<file path="src/rtl/lcd_cmd_queue.sv">
// Command-issue queue in front of the LCD display controller: buffers host opcodes
// and paces issue on busy/done. Define LCD_CMDQ_FILTER_EN to drop opcodes 4'hC-4'hF.
`timescale 1ns/1ps
module lcd_cmd_queue #(
    parameter int DEPTH       = 8,
    parameter int ACK_TIMEOUT = 15
) (
    input  logic                     clk,
    input  logic                     reset,
    input  logic [3:0]               host_cmd,
    input  logic                     host_valid,
    output logic                     host_ready,
    output logic [3:0]               cmd,
    output logic                     cmd_valid,
    input  logic                     busy,
    input  logic                     done,
    output logic [$clog2(DEPTH):0]   level,
    output logic                     halted,
    output logic                     ack_err,
    output logic [7:0]               drop_cnt
);
    localparam int AW = $clog2(DEPTH);
    localparam logic [AW:0] FULL = DEPTH[AW:0];
    localparam logic [7:0]  TMO  = ACK_TIMEOUT[7:0];

    typedef enum logic [2:0] {
        IDLE, ISSUE, WAIT_ACK, WAIT_FREE, WAIT_DONE, HALT
    } state_t;

    state_t         state;
    logic [3:0]     mem [DEPTH];
    logic [AW-1:0]  wr_ptr, rd_ptr;
    logic [7:0]     ack_cnt;
    logic           last_wr;
    logic           drop, push, pop;

    assign host_ready = (level != FULL);
    assign halted     = (state == HALT);

`ifdef LCD_CMDQ_FILTER_EN
    // Filtered opcodes still complete the host handshake but never reach the buffer.
    assign drop = host_valid && host_ready && (host_cmd[3:2] == 2'b11);

    always_ff @(posedge clk or negedge reset) begin
        if (!reset)
            drop_cnt <= 8'd0;
        else if (drop && drop_cnt != 8'hFF)
            drop_cnt <= drop_cnt + 8'd1;
    end
`else
    assign drop     = 1'b0;
    assign drop_cnt = 8'd0;
`endif

    assign push = host_valid && host_ready && !drop;
    assign pop  = (state == IDLE) && !done && (level != '0) && !busy;

    // Contents need no reset: occupancy alone defines what is valid.
    always_ff @(posedge clk) begin
        if (push)
            mem[wr_ptr] <= host_cmd;
    end

    always_ff @(posedge clk or negedge reset) begin
        if (!reset) begin
            wr_ptr <= '0;
            rd_ptr <= '0;
            level  <= '0;
        end else begin
            if (push)
                wr_ptr <= wr_ptr + 1'b1;
            if (pop)
                rd_ptr <= rd_ptr + 1'b1;
            if (push && !pop)
                level <= level + 1'b1;
            else if (pop && !push)
                level <= level - 1'b1;
        end
    end

    always_ff @(posedge clk or negedge reset) begin
        if (!reset) begin
            state     <= IDLE;
            cmd       <= 4'd0;
            cmd_valid <= 1'b0;
            ack_cnt   <= 8'd0;
            last_wr   <= 1'b0;
            ack_err   <= 1'b0;
        end else if (done && state != HALT) begin
            // done wins from any state; a pending strobe still drops after one cycle
            state     <= HALT;
            cmd_valid <= 1'b0;
        end else begin
            case (state)
                IDLE: begin
                    if (pop) begin
                        cmd       <= mem[rd_ptr];
                        cmd_valid <= 1'b1;
                        last_wr   <= (mem[rd_ptr] == 4'b0000);
                        state     <= ISSUE;
                    end
                end
                ISSUE: begin
                    cmd_valid <= 1'b0;
                    ack_cnt   <= 8'd0;
                    state     <= WAIT_ACK;
                end
                WAIT_ACK: begin
                    if (busy) begin
                        state <= WAIT_FREE;
                    end else if (ack_cnt + 8'd1 == TMO) begin
                        // give up on this opcode; it is not re-issued
                        ack_err <= 1'b1;
                        state   <= IDLE;
                    end else begin
                        ack_cnt <= ack_cnt + 8'd1;
                    end
                end
                WAIT_FREE: begin
                    if (!busy)
                        state <= last_wr ? WAIT_DONE : IDLE;
                end
                default: ;
            endcase
        end
    end
endmodule

</file>
<file path="config.mk">
export PLATFORM = sky130hd
export DESIGN_NAME = lcd_cmd_queue
export DESIGN_NICKNAME = d
export VERILOG_FILES = /design/src/rtl/lcd_cmd_queue.sv
export SDC_FILE = /design/constraint.sdc
export NUM_CORES = 1
export LEC_CHECK = 0
export BUFFER_PORTS_ARGS = -buffer_cell sky130_fd_sc_hd__buf_2
export CORE_MARGIN = 2
export CORE_UTILIZATION = 58
export CTS_BUF_LIST = sky130_fd_sc_hd__clkbuf_8 sky130_fd_sc_hd__clkbuf_16
export CTS_CLUSTER_DIAMETER = 150
export DETAILED_ROUTE_END_ITERATION = 8
export GPL_TIMING_DRIVEN = 0
export PLACE_DENSITY = 0.79
export SYNTH_ARGS = -nofsm -noshare
export SYNTH_HDL_FRONTEND = slang
export SYNTH_SLANG_ARGS = --single-unit
</file>
<file path="constraint.sdc">
create_clock -name clk -period 2.95 [get_ports clk]
set_clock_uncertainty 0.1 [all_clocks]
set_input_delay 0.295 -clock clk [delete_from_list [all_inputs] [get_ports clk]]
set_output_delay 0.295 -clock clk [all_outputs]
set_load 0.01 [all_outputs]
</file>
==> results.md <==
- The worst flop-to-flop path startpoint is state[2].
- In the final routed layout, each cell accounts on average for 14.3 um.
- Summed over all nets, the switching power comes to 0.653 mW.
- The via total after detailed routing is 1787.
- The path with the worst hold slack has its endpoint at mem[6][1].
- The nature of the critical path startpoint is a register.
- The flow ran to the end, and the final reports show no timing, DRC or antenna violations.
- The peak ir drop on the vdd network is 0.547 mV.
- In this run the standard cell core region covers between 4000 and 5000 um2.
- The number of antenna violations at the first check in global routing is 0.
- Summing all multi-input logic gate instances after layout gives 1100 um2.
- Registers take 1660 um2.
- By count the netlist is led by sky130_fd_sc_hd__edfxtp_1, sky130_fd_sc_hd__dfrtp_1, sky130_fd_sc_hd__nand2_1.
- In this run the number of H-tree levels came out at 3.
- For this design the ratio of total power to cell area is 716 nW/um2.
- In this run the tightest slew margin relative to its limit is 37.6%.
- The overall power is 2.37 mW.
- The clock-pin slew on the worst setup and hold paths is 0.07 ns.
- In this run the register-to-register setup slack is ~0.23 ns.
- Dividing the synthesized area by the synthesized cell count gives about 13 um2.
- The total count of max-transition violations in the final report is 0.
- The actual slew at the worst max-slew pin is around 0.93 ns.
- Once detail routing completed, the nets flagged for antenna violations numbered 0.
- The proportion of synthesized flip-flops having asynchronous set or reset is a little under half.
- The via count of the first global-routing pass is 1632.
- The first-pass GRT wire length is 7.69 mm.
- The clock insertion delay at the later pin of the skew report is approximately 0.33 ns.
- The peak clock frequency supported by timing is between 300 and 400 MHz.
- The congestion estimate from routability-driven global placement came to 0.831.
- The final layout net count is 280.
- The count of unique library cells instantiated by Yosys is 43.
- The count of port buffers added during placement is 20.
- The initialized floorplan defines 25 standard-cell rows.
- The clock tree buffer depth is 2.
- The clock tree from TritonCTS is built.
- In this run, the combinational gates consume 18.8% of the power.
- In the synthesized netlist, the number of instances is between 200 and 250.
- Along the worst hold path, the cell count comes to 1.
- Summed over all layers, the global routing overflow is 0.
- The switching share of power is about 28%.
- The leakage dissipation is approximately 1.3 nW.
- The vertical extent of the die is about 74 um.
- The most common cell in the synthesized netlist is sky130_fd_sc_hd__edfxtp_1.
- The total routing resource utilization after global routing is 19.6%.
- Per report_power, the sequential group accounts for a little under half of the total.
- Setup repair after global routing left no endpoint under its margin.
- From synthesis to final layout, the design area changed by 17.1%.
- In this run the worst path has a maximum fanout of 10.
- The starting utilization of the core area is around three fifths.
- The post-detailed-route via-to-cell ratio is 5.33.
- The number of cells traversed by the worst register-to-register path is 12.
- The buffer type at the clock tree root is sky130_fd_sc_hd__clkbuf_8.
- The antenna cell count is 0.
- The dominant register cell in the synthesized netlist is sky130_fd_sc_hd__edfxtp_1.
- After synthesis, the cell types taking the most area are sky130_fd_sc_hd__edfxtp_1, sky130_fd_sc_hd__dfrtp_1, sky130_fd_sc_hd__mux4_2.
- The final routed DRC violation total is 0.
- The worst min-delay path category is input port to register.
- The area of the die is between 5000 and 6000 um2.
- The largest net degree at the start of global routing is 29.
- The first-pass iteration count of the detailed router is 4.
- In this run the count of I/O pins placed on the die edge is 29.
- The fraction of final layout cells sized beyond drive strength 1 is roughly a quarter.
- The critical path endpoint category is a register.
- Measured along the x axis, the die boundary spans between 70 and 80 um.
- The number of filler cells placed in the layout is ~340.
- The clock network accounts for 33.5% of the total power.
- Setup violations remaining at the end of the flow were counted as 0.
- The detailed router finished its first iteration with 95 violations.
- The worst setup path is of the register to register kind.
- In this run, synthesis produced a sequential element count of 60.
- The signal arrival time at the worst endpoint is around 2.8 ns.
- The leading area contributor after synthesis is sky130_fd_sc_hd__edfxtp_1.
- The number of warnings issued by yosys is 0.
- The final critical-path required period is 2.72 ns.
- The area of the mapped netlist is approximately 2800 um2.
- After synthesis, the largest area contributor takes up 34.0% of total cell area.
- Counting every sink on the clock net gives 60.
- The utilization of the core after routing is between 70 and 80%.
- Of the available clock period, the critical path in the final layout requires between 90% and 100%.
- The clock buffer count from CTS is 9.
- Of the synthesized area, sequential elements account for between 50% and 60%.
- Wires add up to 4.79 mm.
- Internal power comes to around 1.7 mW.
- The sum of negative setup slack is 0 ns.
- The number of maximum-capacitance violations is 0.
- Detailed placement finished with a half-perimeter wire length of 3.29 mm.
- The number of hold-slack violations in the final timing report was 0.
- The number of flops mapped to enable cells by yosys is 32.
- In this run the most critical hold path is launched from host_cmd[1].
- The required time of the worst setup path is around 3.1 ns.
- The worst reg2reg path endpoint is level[3].
[logic make-up after synthesis]
group	Yosys count	synth area share (%)
buffers and inverters	23	4.51
adder cells (fa/ha/maj)	8	3.80
AND/OR/NAND/NOR	63	10.5
multiplexers	16	9.46
XOR/XNOR	12	3.71
AO/OA/AOI/OAI	40	9.20
flip-flops	60	58.7
other	1	0.132
[metal layers]
metal | vias up | wire, um | track usage, %
li1 | 879 | - | -
met1 | 860 | 2270 | 27.2
met2 | 39 | 2260 | 28.0
met3 | 9 | 186 | 7.00
met4 | 0 | 75 | 8.28
met5 | - | 0 | 0
[cell type report]
type	count	area share, %
clock inverter	6	2.42
sequential	60	50.2
timing repair buffer	22	3.55
multi-input combinational	147	33.2
buffer	16	3.13
inverter	7	0.793
clock buffer	10	4.15
tap	67	2.53
[registers in the layout, summed over array words and instances (netlist names)]
name       flops
level          4
mem           32
wr_ptr         3
state          3
cmd            4
ack_err        1
ack_cnt        8
last_wr        1
rd_ptr         3
cmd_valid      1
[metrics by stage]
stage          area (um2)  worst slack, ns  std cells  hold slack, ns
2_1_floorplan        2860            0.250        230          -0.101
3_3_place_gp         3040          -0.0251        317           0.250
3_5_place_dp         3040           -0.131        317           0.242
4_1_cts              3280           0.0242        334           0.122
5_1_grt              3310           0.0157        335           0.140
6_report             3310            0.233        335           0.136
[critical path, stage by stage (launching register included)]
cell                       delay (ns)
sky130_fd_sc_hd__dfrtp_1         0.36
sky130_fd_sc_hd__clkbuf_1        0.21
sky130_fd_sc_hd__nor3_2          0.35
sky130_fd_sc_hd__nand2_2         0.13
sky130_fd_sc_hd__buf_4           0.19
sky130_fd_sc_hd__ha_1            0.21
sky130_fd_sc_hd__inv_1           0.11
sky130_fd_sc_hd__ha_1            0.24
sky130_fd_sc_hd__a21o_1          0.18
sky130_fd_sc_hd__a21oi_1         0.17
sky130_fd_sc_hd__xnor2_1         0.14
sky130_fd_sc_hd__nor2_1          0.06
sky130_fd_sc_hd__xor2_1          0.14
[power by group through the flow]
stage	clock network, mW	logic [mW]	registers [mW]
4_1_cts	0.811	0.438	1.13
5_1_grt	0.845	0.507	1.15
2_1_floorplan	0	0.295	1.13
3_5_place_dp	0	0.426	1.13
6_report	0.795	0.446	1.13
3_3_place_gp	0	0.418	1.13
[timing repair]
item,CTS,global route
gates resized for setup,2,7
endpoints found under the setup margin,1,1
endpoints found under the hold margin,28,0
setup buffers,0,1
hold buffers,1,0
pin swaps,0,1
[placed cells by master (no fill, tap or decap), types with 10 or more instances in the layout]
| cell | count |
|---|---|
| sky130_fd_sc_hd__buf_2 | 22 |
| sky130_fd_sc_hd__o21ai_0 | 14 |
| sky130_fd_sc_hd__buf_4 | 10 |
| sky130_fd_sc_hd__nor2_1 | 14 |
| sky130_fd_sc_hd__xnor2_1 | 10 |
| sky130_fd_sc_hd__dfrtp_1 | 27 |
| sky130_fd_sc_hd__nand2_1 | 18 |
| sky130_fd_sc_hd__edfxtp_1 | 32 |
| sky130_fd_sc_hd__clkbuf_8 | 10 |
[how the worst max path moves through the flow]
| stage | startpoint | to | cells past startpoint |
|---|---|---|---|
| final | state[2] | level[3] | 12 |
| after global routing | state[2] | level[3] | 12 |
| after CTS | state[1] | level[3] | 12 |
| after detailed placement | level[0] | level[3] | 12 |
| after global placement | level[0] | level[3] | 12 |
| after floorplan | level[0] | level[3] | 12 |
Power figures use the tool's default switching activity.
